**src/rtl/binary_counter_dir.sv**
```systemverilog
// Free-running up/down binary counter with boundary flags and a wrap pulse.
// The counter steps by exactly one on every clock edge. The step is up when
// dir is 1 and down when dir is 0. The counter wraps between all-ones and zero
// in both directions. wrap is registered. It is high for the one cycle that
// follows a wrap-around edge. at_max and at_min decode the registered count, so
// they line up with count in time.
module binary_counter_dir #(
  parameter int WIDTH = 4
) (
  input  logic             clk,
  input  logic             reset,    // asynchronous, active low
  input  logic             dir,      // 1 = count up, 0 = count down
  output logic [WIDTH-1:0] count,
  output logic             at_max,
  output logic             at_min,
  output logic             wrap
);

  localparam logic [WIDTH-1:0] ALL_ONES = '1;
  localparam logic [WIDTH-1:0] ZERO     = '0;
  localparam logic [WIDTH-1:0] ONE      = WIDTH'(1);

  logic [WIDTH-1:0] count_reg;
  logic [WIDTH-1:0] count_next;
  logic             wrap_reg;
  logic             wrap_next;

  // Next count and wrap detection. A wrap happens only when the step crosses
  // the boundary in the current direction. Turning around at a boundary
  // steps back inward and does not wrap.
  always_comb begin
    count_next = count_reg;
    wrap_next  = 1'b0;
    if (dir) begin
      count_next = count_reg + ONE;
      wrap_next  = (count_reg == ALL_ONES);
    end else begin
      count_next = count_reg - ONE;
      wrap_next  = (count_reg == ZERO);
    end
  end

  // State register. Reset clears count and any pending wrap pulse at once,
  // without waiting for a clock edge.
  always_ff @(posedge clk or negedge reset) begin
    if (!reset) begin
      count_reg <= ZERO;
      wrap_reg  <= 1'b0;
    end else begin
      count_reg <= count_next;
      wrap_reg  <= wrap_next;
    end
  end

  assign count  = count_reg;
  assign wrap   = wrap_reg;
  assign at_max = (count_reg == ALL_ONES);
  assign at_min = (count_reg == ZERO);

endmodule

```
**config.mk**
```make
export PLATFORM = sky130hd
export DESIGN_NAME = binary_counter_dir
export DESIGN_NICKNAME = d
export VERILOG_FILES = /design/src/rtl/binary_counter_dir.sv
export SDC_FILE = /design/constraint.sdc
export NUM_CORES = 1
export LEC_CHECK = 0
export BUFFER_PORTS_ARGS = -buffer_cell sky130_fd_sc_hd__clkbuf_2
export CAP_MARGIN = 20
export CORE_AREA = 2 2 39 41
export CTS_CLUSTER_DIAMETER = 60
export DETAILED_ROUTE_END_ITERATION = 12
export DIE_AREA = 0 0 41 43
export SLEW_MARGIN = 20
export SYNTH_ARGS = -nofsm -noshare
export SYNTH_HDL_FRONTEND = slang
export SYNTH_SLANG_ARGS = --single-unit
```
**constraint.sdc**
```tcl
create_clock -name clk -period 3.1 [get_ports clk]
set_input_delay 0.31 -clock clk [delete_from_list [all_inputs] [get_ports clk]]
set_output_delay 0.31 -clock clk [all_outputs]
set_load 0.02 [all_outputs]
```
== Yosys cells after proc, flatten, opt, wreduce, memory -nomap -nowiden ==
Cells that the tools add are included.
Storage, ports and cells
  register bits after elaboration: 5
Cells by class
  add/sub/neg operators: 2
  equal/unequal tests: 1
  multiplexer cells: 2
  reduce and logical (&&, ||, !) cells: 1
Operators with widths (count)
  $add 4x1->4 const B: 1
  $eq 4x4->1 const B: 1
  $logic_not 4->1: 1
  $mux 4: 1
  $sub 4x1->4 const B: 1
  $mux 1: 1

== Depth between registers and ports, before layout ==
Gate-level depths: netlist (run 1).
  depth after elaboration: 2
  gate-level depth with buffers: 5

== Worst setup path after synthesis (run 1) ==
OpenSTA, ideal clock, no wires.
  kind: register -> register
  from: reg count_reg[1], in the netlist count[1]
  to: reg count_reg[3], in the netlist count[3]
  arrival: 1200 ps
  path slack: 1778 ps
  stages on the path, launching flop included: 5
  cell sequence: dfrtp_1 > ha_1 > a21o_1 > a21oi_2 > xnor2_1
On the way
  longest elaborated chain between the ends: 2
  elaborated cells between the ends (all ways): 3
  classes of those cells: add/sub (2); mux (1)
RTL lines
  start: declaration: line 23  | logic [WIDTH-1:0] count_reg;
  start signal: assignment: line 50  | count_reg <= count_next;
  $sub 4x1->4 / $add 4x1->4 (equally long branches): line 38, 35
  $mux 4 (*): line 34  | if (dir) begin
  named net count_next[3]: line 24  | logic [WIDTH-1:0] count_next;
Mark *: on every way through the listed nets, which the timed path passes. The rest lies on a longest branch.

== Worst setup path in the final report (run 1) ==
  from: reg count_reg[0], in the netlist count[0]
  to: out at_min
On the way
  longest elaborated chain between the ends: 1
RTL lines
  $logic_not 4->1: line 58  | assign at_min = (count_reg == ZERO);
  end: declaration: line 15  | output logic at_min,
No other way between the ends.

==> results of run 1 <==
## final timing paths
| path | to | slack, ns | depth (start not counted) |
|---|---|---|---|
| hold / removal | wrap | 0.32 | 3 |
| setup / recovery | at_min | 1.56 | 2 |
| hold reg to reg | count[0] | 0.58 | 1 |
| max in group asynchronous | count[3] | 2.54 | 2 |
| min in group asynchronous | wrap | 0.42 | 2 |
| setup reg to reg | count[3] | 1.83 | 4 |
## per-layer routing
| layer | GRT usage [%] | vias up | share of wire (%) |
|---|---|---|---|
| li1 | - | 94 | - |
| met1 | 7.87 | 85 | 41 |
| met2 | 11.3 | 10 | 46 |
| met3 | 3.14 | 0 | 12 |
| met4 | 4.00 | 0 | 0 |
| met5 | 0 | - | 0 |
## kinds of logic (layout without fill, tap and decap cells)
family,after synthesis,count (layout),share of synthesized area (%)
buf+inv,2,16,2.86
flops,5,5,47.6
simple gates,5,5,16.2
fa+ha+maj,3,3,17.1
xor+xnor,3,3,10.0
compound gates,2,2,6.19
## metrics by stage
| stage | instance area [um^2] | setup slack (ns) | utilization, % | power, mW | instances |
|---|---|---|---|---|---|
| after floorplan | 263 | 1.78 | - | 0.230 | 20 |
| after global placement | 328 | 1.75 | 23.7 | 0.272 | 45 |
| after detailed placement | 328 | 1.74 | 23.7 | 0.276 | 45 |
| after CTS | 364 | 1.53 | 26.3 | 0.355 | 50 |
| after global routing | 364 | 1.48 | 26.3 | 0.382 | 50 |
| final | 364 | 1.56 | 26.3 | 0.347 | 50 |
## cell usage in the layout, fill, tap and decap left out, drive strengths merged
master	instances
inv	2
a21o	1
xnor2	2
a21oi	1
dlygate4sd3	1
nand2	3
ha	2
dfrtp	5
fa	1
and4	1
nor4	1
xor2	1
clkbuf	13
## cell usage after synthesis, drive strengths merged
cell / n / area [um^2]
xor2: 1 / 8.76
a21o: 1 / 7.51
and4: 1 / 10.0
nand2: 3 / 11.3
dfrtp: 5 / 125
ha: 2 / 25.0
inv: 2 / 7.51
nor4: 1 / 21.3
xnor2: 2 / 17.5
fa: 1 / 20.0
a21oi: 1 / 8.76
## layout make-up
class	instances	share of cell area (%)
Timing Repair Buffer	10	15.1
Clock buffer	4	7.22
Tap cell	16	5.50
Multi-Input combinational cell	13	35.7
Inverter	2	2.06
Sequential cell	5	34.4
## timing repair
item / 4_1_cts / 5_1_grt
hold buffers: 1 / 0
setup endpoints to repair: 0 / 0
endpoints found under the hold margin: 5 / 0
## worst min-delay path, delay by kind of cell
family	cells	cell delay, ns
buf+inv	1	0.11
simple gates	2	0.11
## power by group
| part | internal, mW | switching, mW |
|---|---|---|
| clock network | 0.0486 | 0.0257 |
| logic | 0.0649 | 0.0802 |
| registers | 0.0897 | 0.0382 |
==> flow_summary.yaml, run 1 <==
worst_setup_path:
  max_stage_delay_ns: 0.47
  cp.required_ns: 2.79
  rr_startpoint: "count[1]"
  crit_start: "count[0]"
  cp_cell_sequence: "nor4_4 > clkbuf_2"
  worst_setup_path_start_kind: "flip-flop"
  path_class: "reg -> out"
  crit_arrival_ns: 1.23
  path_buf_inv: 1
  cp-end-kind: "output pin"
  critPathSlowestCell: "dfrtp_1"
  cp_max_fo: 6
  critPathTopFamily: "flip-flops"
sta:
  finalClockSkew_ns: 0.00156
  max_freq_mhz: 648
  drv_slew: 0
  min_period_over_period_pct: 49.8
  slew-limit-headroom_pct: 81.7
  period_needed_ns: 1.54
  setup-tns-final_ns: 0
  hold_viol: 0
  rsz0062_at_grt: "false"
  whs_ns: 0.319
  finalSetupViolations: 0
  worstMarginPinSlew_ns: 0.274
detailed_routing:
  drtPass1Iterations: 1
  first_iter_violations: 0
  routedWlPerCell_um: 9.90
  postRouteAntennaNets: 0
  routed_wl_um: 495
  viasPerCell: 3.78
  drc: 0
  vias: 189
finish:
  drive_gt1_share_pct: 44.1
  nets: 41
  seq_area_um2: 125
  multi_input_area_um2: 130
  fillCellCount: 149
  diodes: 0
  area_growth_pct: 38.6
  largest_reg_flops: 4
cts:
  clockBufferDepth: 2
  insertion_delay_ns: 0.24
  htreeDepth: 1
  cts.sinks: 5
  cts_tree: "done"
  numCtsBuffers: 3
  clock-root-buffer: "clkbuf_4"
  cts_setup_buffers: 0
  clk_pin_slew_ns: 0.04
  cts.repair.resized: 0
hold_path:
  hp-start: "dir"
  hold_path.class: "in -> reg"
synthesis:
  synthesis.area_um2: 263
  syn_area_per_cell_um2: 13.1
  netlist_instances: 20
  synth_warnings: 0
  ys_seq_area_share_pct: 47.6
  synth-seq-cells: 5
  synth.distinct_cells: 11
  synthesis.nets: 26
power:
  leakage_nw: 0.182
  powerDensity_mw_per_mm2: 954
  ir_worst_vdd_v: 0.000225
grt:
  grt_pass1_vias: 189
  track_usage_pct: 7.27
  antenna_found_initial: 0
  grt_pass1_wl_um: 814
  overflow: 0
  grt_max_degree: 7
place:
  dp_hpwl_um: 408
  place_congestion: 0.660
  numPortBuffers: 9
floorplan:
  initial_core_util_pct: 19.0
  core_area_mm2: 0.00138
  rows: 14
  ioPinCount: 10
  die_h_um: 43
  die-width_um: 41
  die-area_mm2: 0.00176
flow_run:
  cap_violations: 0
run_status:
  outcome: "finished clean"
Power figures use the tool's default switching activity.
==> run 2, diff against run 1 <==
- clock period: 3.1 -> 1.5 ns (I/O delays scaled with it)
==> flow_summary.yaml, run 2 (synthesized netlist as in run 1, its figures left out) <==
floorplan:
  initial_core_util_pct: 19.0
  core_area_mm2: 0.00138
  die_h_um: 43
  die-width_um: 41
  rows: 14
  ioPinCount: 10
  die-area_mm2: 0.00176
cts:
  clockBufferDepth: 2
  cts_tree: "done"
  htreeDepth: 1
  insertion_delay_ns: 0.24
  clock-root-buffer: "clkbuf_4"
  cts.sinks: 5
  cts.repair.resized: 0
  clk_pin_slew_ns: 0.04
  numCtsBuffers: 3
power:
  finalPower_uw: 718
  seq_power_share_pct: 36.7
  combPwrFrac_pct: 42.1
  swShare_pct: 41.4
  netSwitchingPower_uw: 297
  p_int_uw: 421
  powerDensity_mw_per_mm2: 1970
  ir_worst_vdd_v: 0.000536
  clkPwrFrac_pct: 21.1
  leakage_nw: 0.182
worst_setup_path:
  path_buf_inv: 1
  cp_max_fo: 6
  cp.required_ns: 1.35
  worst_setup_path_start_kind: "flip-flop"
  crit_start: "count[0]"
  path_class: "reg -> out"
  crit_arrival_ns: 1.25
  cp_cell_sequence: "nor4_4 > clkbuf_2"
  critPathTopFamily: "flip-flops"
  rr_startpoint: "count[1]"
  max_stage_delay_ns: 0.47
  cp-end-kind: "output pin"
  critPathSlowestCell: "dfrtp_1"
grt:
  grt_pass1_wl_um: 779
  grt_max_degree: 7
  track_usage_pct: 7.16
  overflow: 0
  antenna_found_initial: 0
  grt_pass1_vias: 193
place:
  place_congestion: 0.637
  numPortBuffers: 9
  placed_cell_area_um2: 328
  dp_slack_ns: 0.211
finish:
  final_cell_area_um2: 364
  layout_common_cells: "clkbuf_2, dfrtp_1, nand2_1, clkbuf_4"
  fillCellCount: 151
  largest_reg_flops: 4
  drive_gt1_share_pct: 44.1
  final_util_pct: 26.3
  diodes: 0
  area_growth_pct: 38.6
  final_common_cell: "clkbuf_2"
  nets: 41
detailed_routing:
  viasPerCell: 3.96
  vias: 198
  routedWlPerCell_um: 9.60
  drc: 0
  postRouteAntennaNets: 0
  routed_wl_um: 480
  first_iter_violations: 1
  drtPass1Iterations: 3
hold_path:
  hold_path.class: "in -> reg"
  hp-start: "dir"
sta:
  drv_slew: 0
  hold_viol: 0
  finalClockSkew_ns: 0.000917
  rsz0062_at_grt: "false"
  min_period_over_period_pct: 93.4
  slew-limit-headroom_pct: 81.0
  period_needed_ns: 1.40
  finalSetupViolations: 0
  worstMarginPinSlew_ns: 0.285
  setup-tns-final_ns: 0
  setup_slack_ns: 0.0988
  max_freq_mhz: 714
run_status:
  outcome: "finished clean"
flow_run:
  cap_violations: 0
-- run 2: cell counts in the layout (fill, tap and decap cells not counted) --
No cell type changed its count.
-- run 2: layout make-up --
cell class / count / area (um^2) / share of cell area (%)
repair buffers: 10 / 55.1 / 15.1
clock buffers: 4 / 26.3 / 7.22
multi-input cells: 13 / 130 / 35.7
flip-flops and latches: 5 / 125 / 34.4
inverters: 2 / 7.51 / 2.06
well taps: 16 / 20.0 / 5.50
-- run 2: path summary, 6_finish.rpt --
check	endpoint	slack, ns	cells past startpoint
max in group asynchronous	count[2]	1.11	2
setup / recovery	at_min	0.1	2
setup reg to reg	count[3]	0.21	4
min in group asynchronous	wrap	0.26	2
hold reg to reg	count[0]	0.59	1
hold / removal	wrap	0.16	3
-- run 2: metrics by stage --
step	instances	hold slack, ns
2_1_floorplan	20	-0.146
3_3_place_gp	45	-0.0268
3_5_place_dp	45	-0.0323
4_1_cts	50	0.154
5_1_grt	50	0.162
6_report	50	0.157
-- run 2: tightest hold or removal path, stage by stage --
cell and delay [ns]:
clkbuf_2 0.11, nand2_1 0.05, nand2_1 0.05
-- run 2: repair_timing --
action                    in CTS  in global routing
hold endpoints to repair       5                  0
hold buffers                   1                  0
setup buffers                  0                  0
-- run 2: layer usage --
metal | vias up | global-route usage [%] | wire length (um)
met4 | 0 | 4.00 | 0
met5 | - | 0 | 0
met1 | 91 | 8.14 | 199
met2 | 12 | 9.69 | 210
li1 | 95 | - | -
met3 | 0 | 4.71 | 70
-- run 2: power groups by stage --
stage,Sequential (mW),Clock [mW],Combinational [mW]
after CTS,0.264,0.159,0.308
final,0.264,0.152,0.302
after detailed placement,0.266,0,0.305
after global routing,0.273,0.173,0.341
after floorplan,0.311,0,0.164
after global placement,0.263,0,0.300
==> run 3, diff against run 2 <==
- PLACE_DENSITY: default -> 0.41
- SKIP_CTS_REPAIR_TIMING: default -> 1
==> flow_summary.yaml, run 3 (synthesized netlist as in run 1, its figures left out) <==
finish:
  final_common_cell: "clkbuf_2"
  final_util_pct: 26.3
  nets: 41
  diodes: 0
  layout_common_cells: "clkbuf_2, dfrtp_1, nand2_1, clkbuf_4"
  area_growth_pct: 38.6
  drive_gt1_share_pct: 44.1
  largest_reg_flops: 4
cts:
  clockBufferDepth: 2
  cts_tree: "done"
  clock-root-buffer: "clkbuf_4"
  cts.sinks: 5
  clk_pin_slew_ns: 0.04
  insertion_delay_ns: 0.24
  htreeDepth: 1
  numCtsBuffers: 3
power:
  powerDensity_mw_per_mm2: 1980
  p_int_uw: 422
  seq_power_share_pct: 36.5
  netSwitchingPower_uw: 300
  ir_worst_vdd_v: 0.000542
  swShare_pct: 41.6
  clkPwrFrac_pct: 20.9
  combPwrFrac_pct: 42.6
  leakage_nw: 0.182
flow_run:
  cap_violations: 0
grt:
  grt_pass1_wl_um: 821
  overflow: 0
  grt_pass1_vias: 190
  antenna_found_initial: 0
  grt_max_degree: 7
  track_usage_pct: 7.49
sta:
  setup-tns-final_ns: 0
  period_needed_ns: 1.37
  worstMarginPinSlew_ns: 0.255
  min_period_over_period_pct: 91.6
  max_freq_mhz: 728
  slew-limit-headroom_pct: 83.0
  rsz0062_at_grt: "false"
  setup_slack_ns: 0.126
  finalSetupViolations: 0
  drv_slew: 0
  finalClockSkew_ns: 0.00245
  hold_viol: 0
place:
  numPortBuffers: 9
  dp_hpwl_um: 405
  place_congestion: 0.674
  dp_slack_ns: 0.217
floorplan:
  die-area_mm2: 0.00176
  initial_core_util_pct: 19.0
  die_h_um: 43
  rows: 14
  die-width_um: 41
  core_area_mm2: 0.00138
  ioPinCount: 10
detailed_routing:
  routed_wl_um: 495
  viasPerCell: 3.74
  drc: 0
  drtPass1Iterations: 2
  routedWlPerCell_um: 9.90
  vias: 187
  first_iter_violations: 2
  postRouteAntennaNets: 0
worst_setup_path:
  cp.required_ns: 1.35
  cp-end-kind: "output pin"
  worst_setup_path_start_kind: "flip-flop"
  path_class: "reg -> out"
  rrSetupSlack_ns: 0.21
  cp_max_fo: 6
  crit_arrival_ns: 1.22
run_status:
  outcome: "finished clean"
hold_path:
  hold_path.class: "in -> reg"
## run 3: cell type report
type / instances / area, um^2
Clock buffer: 4 / 26.3
Fill cell: 153 / 1020
Inverter: 2 / 7.51
Multi-Input combinational cell: 13 / 130
Sequential cell: 5 / 125
Tap cell: 16 / 20.0
Timing Repair Buffer: 10 / 55.1
## run 3: per-layer routing
| layer | global-route usage, % | up-vias | wire length (um) | share of wire (%) |
|---|---|---|---|---|
| met3 | 1.57 | 0 | 31 | 6.3 |
| met1 | 9.57 | 85 | 228 | 46 |
| met5 | 0 | - | 0 | 0 |
| met2 | 9.38 | 7 | 235 | 47 |
| li1 | - | 95 | - | - |
| met4 | 8.00 | 0 | 0 | 0 |
## run 3: final timing paths
| kind | start | to | cells after the start |
|---|---|---|---|
| max | count[0] | at_min | 2 |
| min | dir | wrap | 3 |
| max reg2reg | count[1] | count[3] | 4 |
| min reg2reg | count[0] | count[0] | 1 |
| max in group asynchronous | reset | count[3] | 2 |
| min in group asynchronous | reset | count[1] | 2 |
## run 3: power by group through the flow
stage / clock (mW) / combinational (mW) / sequential [mW]
final: 0.151 / 0.308 / 0.264
after global routing: 0.173 / 0.338 / 0.273
after CTS: 0.160 / 0.311 / 0.265
after detailed placement: 0 / 0.310 / 0.267
after global placement: 0 / 0.304 / 0.261
after floorplan: 0 / 0.164 / 0.311
## run 3: critical path, cell delays in order (launching register included)
cell and delay, ns:
dfrtp_1 0.46, nor4_4 0.32, clkbuf_2 0.21
## run 3: through the flow
step	hold WS [ns]	area, um^2	power [mW]	cells
floorplan	-0.146	263	0.475	20
global route	0.177	364	0.784	50
detailed placement	-0.0242	328	0.577	45
finish	0.165	364	0.722	50
global placement	-0.0295	328	0.565	45
CTS	-0.285	354	0.737	49
